--- config.mk ---
export PLATFORM = sky130hd
export DESIGN_NAME = snake_body_scanner
export DESIGN_NICKNAME = d
export VERILOG_FILES = /design/src/rtl/snake_body_scanner.sv
export SDC_FILE = /design/constraint.sdc
export NUM_CORES = 2
export LEC_CHECK = 0
export CAP_MARGIN = 5
export CORE_ASPECT_RATIO = 2
export CORE_MARGIN = 5
export CORE_UTILIZATION = 45
export DETAILED_ROUTE_END_ITERATION = 10
export PLACE_DENSITY = 0.69
export SYNTH_ARGS = -nofsm -noshare
export SYNTH_HDL_FRONTEND = slang
export SYNTH_SLANG_ARGS = --single-unit
--- constraint.sdc ---
create_clock -name clk -period 6.6 [get_ports clk]
set_clock_uncertainty 0.1 [all_clocks]
set_input_delay 0.66 -clock clk [delete_from_list [all_inputs] [get_ports clk]]
set_output_delay 0.66 -clock clk [all_outputs]
set_load 0.05 [all_outputs]
--- src/rtl/snake_body_scanner.sv ---
//------------------------------------------------------------------------------
// snake_body_scanner
//   Holds the snake segment positions in a shift buffer, advances the head on
//   each accepted move tick, then presents every body segment (one per cycle)
//   to an external 20-bit equality comparator and reports a body collision.
//   Position format: pos[19:10] = x, pos[9:0] = y.
//
// Ports:
//   clk, rst        : clock, synchronous active-high reset
//   move_tick_i     : one-cycle move request (ignored while busy_o)
//   dir_i[1:0]      : 00 up, 01 down, 10 left, 11 right
//   grow_i          : grow by one segment on the accompanying move
//   head_pos_o      : current head (seg[0]), comparator input A
//   cmp_pos_o       : segment under test, comparator input B (0 when idle)
//   cmp_match_i     : comparator result, same cycle
//   busy_o          : scan in progress
//   scan_done_o     : one-cycle pulse at the end of every scan
//   body_hit_o      : one-cycle pulse with scan_done_o on a collision
//   wall_hit_o      : one-cycle pulse on a rejected off-grid move
//   length_o        : current segment count
//
// Build option:
//   SNAKE_WRAP_EN   : defined   -> coordinates wrap around the grid edges,
//                                  wall_hit_o is constant 0
//                     undefined -> off-grid moves are rejected with wall_hit_o
//
// Revision: 1.0 - initial release
//------------------------------------------------------------------------------
`timescale 1ns/1ps
`default_nettype none

module snake_body_scanner #(
  parameter int GRID_W   = 64,
  parameter int GRID_H   = 48,
  parameter int MAX_LEN  = 32,
  parameter int INIT_LEN = 3
) (
  input  logic        clk,
  input  logic        rst,
  input  logic        move_tick_i,
  input  logic [1:0]  dir_i,
  input  logic        grow_i,
  output logic [19:0] head_pos_o,
  output logic [19:0] cmp_pos_o,
  input  logic        cmp_match_i,
  output logic        busy_o,
  output logic        scan_done_o,
  output logic        body_hit_o,
  output logic        wall_hit_o,
  output logic [7:0]  length_o
);

  localparam int         IDXW  = (MAX_LEN > 1) ? $clog2(MAX_LEN) : 1;
  localparam logic [9:0] X_MAX = 10'(GRID_W - 1);
  localparam logic [9:0] Y_MAX = 10'(GRID_H - 1);

  typedef enum logic [0:0] {
    S_IDLE = 1'b0,
    S_SCAN = 1'b1
  } state_t;

  state_t      state_q, state_d;
  logic [19:0] seg_q [MAX_LEN];
  logic [19:0] seg_d [MAX_LEN];
  logic [7:0]  idx_q, idx_d;
  logic [7:0]  len_q, len_d;
  logic [1:0]  last_dir_q, last_dir_d;
  logic        scan_done_q, scan_done_d;
  logic        body_hit_q, body_hit_d;
  logic        wall_hit_q, wall_hit_d;

  logic [1:0]  eff_dir;
  logic [9:0]  hx, hy, nx, ny;
  logic        off_grid;
  logic        wall_reject;

  // Head step. Opposite directions differ only in bit 0, so a reversal
  // request is replaced by the current direction. nx/ny always hold the
  // wrapped coordinate; off_grid flags that a wrap happened.
  always_comb begin
    eff_dir  = dir_i;
    if ((dir_i ^ last_dir_q) == 2'b01) begin
      eff_dir = last_dir_q;
    end
    hx       = seg_q[0][19:10];
    hy       = seg_q[0][9:0];
    nx       = hx;
    ny       = hy;
    off_grid = 1'b0;
    case (eff_dir)
      2'b00: begin
        off_grid = (hy == 10'd0);
        ny       = off_grid ? Y_MAX : hy - 10'd1;
      end
      2'b01: begin
        off_grid = (hy == Y_MAX);
        ny       = off_grid ? 10'd0 : hy + 10'd1;
      end
      2'b10: begin
        off_grid = (hx == 10'd0);
        nx       = off_grid ? X_MAX : hx - 10'd1;
      end
      default: begin
        off_grid = (hx == X_MAX);
        nx       = off_grid ? 10'd0 : hx + 10'd1;
      end
    endcase
  end

`ifdef SNAKE_WRAP_EN
  assign wall_reject = 1'b0;
`else
  assign wall_reject = off_grid;
`endif

  // Next-state logic
  always_comb begin
    state_d     = state_q;
    idx_d       = idx_q;
    len_d       = len_q;
    last_dir_d  = last_dir_q;
    seg_d       = seg_q;
    scan_done_d = 1'b0;
    body_hit_d  = 1'b0;
    wall_hit_d  = 1'b0;
    case (state_q)
      S_IDLE: begin
        if (move_tick_i) begin
          if (wall_reject) begin
            wall_hit_d = 1'b1;
          end else begin
            seg_d[0] = {nx, ny};
            for (int i = 1; i < MAX_LEN; i++) begin
              seg_d[i] = seg_q[i-1];
            end
            last_dir_d = eff_dir;
            if (grow_i && (len_q < 8'(MAX_LEN))) begin
              len_d = len_q + 8'd1;
            end
            idx_d   = 8'd1;
            state_d = S_SCAN;
          end
        end
      end
      default: begin
        if (cmp_match_i) begin
          scan_done_d = 1'b1;
          body_hit_d  = 1'b1;
          state_d     = S_IDLE;
        end else if (idx_q == (len_q - 8'd1)) begin
          scan_done_d = 1'b1;
          state_d     = S_IDLE;
        end else begin
          idx_d = idx_q + 8'd1;
        end
      end
    endcase
  end

  always_ff @(posedge clk) begin
    if (rst) begin
      state_q     <= S_IDLE;
      idx_q       <= 8'd0;
      len_q       <= 8'(INIT_LEN);
      last_dir_q  <= 2'b11;
      scan_done_q <= 1'b0;
      body_hit_q  <= 1'b0;
      wall_hit_q  <= 1'b0;
      for (int i = 0; i < MAX_LEN; i++) begin
        seg_q[i] <= (i < INIT_LEN) ? {10'(GRID_W/2 - i), 10'(GRID_H/2)} : 20'd0;
      end
    end else begin
      state_q     <= state_d;
      idx_q       <= idx_d;
      len_q       <= len_d;
      last_dir_q  <= last_dir_d;
      scan_done_q <= scan_done_d;
      body_hit_q  <= body_hit_d;
      wall_hit_q  <= wall_hit_d;
      seg_q       <= seg_d;
    end
  end

  assign head_pos_o  = seg_q[0];
  assign busy_o      = (state_q == S_SCAN);
  assign cmp_pos_o   = busy_o ? seg_q[idx_q[IDXW-1:0]] : 20'd0;
  assign scan_done_o = scan_done_q;
  assign body_hit_o  = body_hit_q;
  assign wall_hit_o  = wall_hit_q;
  assign length_o    = len_q;

endmodule

`default_nettype wire
==> results.cfg <==
[run_status]
status = finished, final reports clean

[clocking]
cts_num_sinks = 662
cts_tree = done
cts_inserted_buffers = 54
cts_setup_buffers = 0
cts_resized = 0
cts_max_path_buffers = 3
clk_latency_ps = 600
hold_buffers = 0
clk_pin_slew_ps = 70
ctsRootBufferMaster = clkbuf_16
htreeDepth = 2

[grt]
overflow = 0
grt_pass1_vias = 21400
grt_pass1_wl_mm = 108
grt_use_total = 0.180
grt_max_degree = 226
antenna_found_initial = 0

[yosys]
ys_warn_count = 0
yosysSeqAreaShare = 0.451
syn_area_sq_um = 29400
ys_types = 55
async_flop_share = 0
synth-edff-count = 0
ys.flop_type = dfxtp_1
synth_seq_cells = 662
syn_area_per_cell_sq_um = 8.68
syn_inst = 3383
synth_fp_nets = 3397

[min_path]
worstHoldStart = seg_q[17]
hp-class = reg2reg

[final_layout]
fin_cells = 4141
final_util = 0.491
diodes = 0
nNetsFinal = 3245
nFillCells = 5991
area_delta_synth_final_pct = 8.36
stdcell_area_sq_um = 31800
drive_gt1_frac = 0.109

[drt]
top_layer = met4
routed-wl-met3_mm = 1.93
drtPass1Iterations = 5
drtIter0Drc = 1620
routed-via-count = 22600
wl_per_cell_microns = 15.7
route.met2.wl_mm = 34.1
viasPerCell = 5.47
drcViolationCount = 0
drt-met1-wl_mm = 27.3
wirelength_mm = 65.2
antenna_left = 0

[placed_design]
hpwl_mm = 38.9
place.gp.congestion = 0.773
place_area_sq_um = 30000
port_buffers = 58
dp_slack_ps = 2140
placed_cells = 4046

[sta]
final-setup-viol-count = 0
worst_pin_slew_ps = 1050
drv_slew = 0
finalHoldViolations = 0
holdWs_ps = 348
setup_ws_ps = 1640
fmax_mhz = 202
fin_crit_ps = 4960
finalSetupTns_ps = 0
fin_crit_sh = 0.751
slew_headroom = 0.303
rsz0062_at_grt = false

[floorplanning]
num_io_pins = 59
design.die.area_sq_um = 70800
start_util = 0.454
design.core.area_sq_um = 64700
rows = 132
die_w_microns = 191
die_y_microns = 371

[power_and_ir_drop]
ir_worst_vdd_mv = 0.169
p_leak_nw = 9.80
p_sw_frac = 0.248
intPower_mw = 6.09
clkPwrFrac = 0.414
total_power_mw = 8.10
p_comb_frac = 0.084
powerDensity_nw_per_um2 = 255
p_seq_frac = 0.502
p_switching_mw = 2.01

[worst_setup_path]
worst_ep_required_time_ps = 5840
path_cells = buf_12 -> mux4_2 -> mux4_2 -> mux2i_1 -> nor2b_1 -> clkdlybuf4s50_1
endpoint_kind = output pin
start_kind = register
critPathSlowestCell = dfxtp_4
r2r-start = head_pos_o[0]
slowest_delay_ps = 860
crit_type = reg2out
worstPathMaxFanout = 37
arrival_ps = 4200
crit_start = idx_q[0]
cpMostUsedCell = mux4_2

[job]
maxCapViolations = 0
==> state kept, by name, summed over array words and instances (netlist names) <==
name / count
seg_q: 620
body_hit_o: 1
scan_done_o: 1
last_dir_q: 2
wall_hit_o: 1
busy_o: 1
head_pos_o: 20
idx_q: 8
length_o: 8
==> path summary, 6_finish.rpt <==
check | end | slack (ps) | cells past startpoint
max | cmp_pos_o[7] | 1640 | 6
min | seg_q[17] | 350 | 2
max reg2reg | seg_q[367] | 2200 | 8
min reg2reg | seg_q[17] | 350 | 2
==> power groups by stage <==
| stage | registers (mW) | logic (mW) | clock network, mW |
|---|---|---|---|
| after floorplan | 4.14 | 0.579 | 0 |
| after detailed placement | 4.16 | 0.687 | 0 |
| after global routing | 4.07 | 0.742 | 3.58 |
| after global placement | 4.16 | 0.687 | 0 |
| final | 4.07 | 0.680 | 3.35 |
| after CTS | 4.07 | 0.688 | 3.42 |
==> layout make-up <==
cell class | instances | area, sq um | share of cell area
tap | 871 | 1090 | 0.0342
timing repair buffer | 98 | 1050 | 0.0330
multi-input combinational | 2405 | 14600 | 0.458
sequential | 662 | 13300 | 0.417
clock buffer | 78 | 1610 | 0.0505
inverter | 10 | 37.5 | 0.00118
clock inverter | 17 | 210 | 0.00661
==> per-layer routing <==
metal | global-route usage | vias up
met5 | 0 | -
met4 | 0.0596 | 0
met3 | 0.0166 | 113
met2 | 0.325 | 355
met1 | 0.224 | 11000
li1 | - | 11100
==> kinds of logic (layout without fill, tap and decap cells) <==
logic type	count (synthesis)	in the layout	synth area share
buffers and inverters	316	203	0.0533
and+or+nand+nor	1448	1448	0.197
muxes	228	228	0.163
DFF	662	662	0.451
adders and majority gates	7	7	0.00298
AOI/OAI and AO/OA	701	701	0.126
xor gates and xnor gates	21	21	0.00626
==> layout by cell type, fill, tap and decap left out, drive strengths merged, types with 8 or more instances in the layout <==
| cell type | netlist | layout |
|---|---|---|
| nand3b | 13 | 13 |
| clkinv | 0 | 12 |
| or3 | 8 | 8 |
| a21oi | 636 | 636 |
| and3 | 10 | 10 |
| nor3 | 13 | 13 |
| clkbuf | 202 | 78 |
| o21ai | 23 | 23 |
| nor2b | 27 | 27 |
| xor2 | 14 | 14 |
| nand2 | 1266 | 1266 |
| inv | 10 | 10 |
| dfxtp | 662 | 662 |
| buf | 104 | 41 |
| nand3 | 20 | 20 |
| mux2i | 28 | 28 |
| nor2 | 50 | 50 |
| clkdlybuf4s50 | 0 | 57 |
| mux4 | 200 | 200 |
==> cells in the mapped netlist (6+ instances only) <==
master	count	area (sq um)
a21oi_1	616	3080
a21oi_2	20	175
and3_1	10	62.6
buf_1	13	48.8
buf_2	36	180
buf_4	22	165
buf_6	32	360
clkbuf_1	202	758
dfxtp_1	662	13300
ha_1	7	87.6
inv_1	10	37.5
mux2i_1	28	280
mux4_2	200	4500
nand2_1	1266	4750
nand3_1	20	100
nand3b_1	13	97.6
nand4_1	7	43.8
nor2_1	49	184
nor2b_1	27	169
nor3_1	13	65.1
nor4_1	6	37.5
o21ai_0	23	115
or3_1	8	50.1
or4_1	7	52.6
xnor2_1	7	61.3
xor2_1	14	123
==> critical path: cells and delay by family (launching register included) <==
family,cells,cell delay (ps)
buf+inv,2,1120
flops,1,860
mux,3,1420
simple gates,1,100
Power figures use the tool's default switching activity.
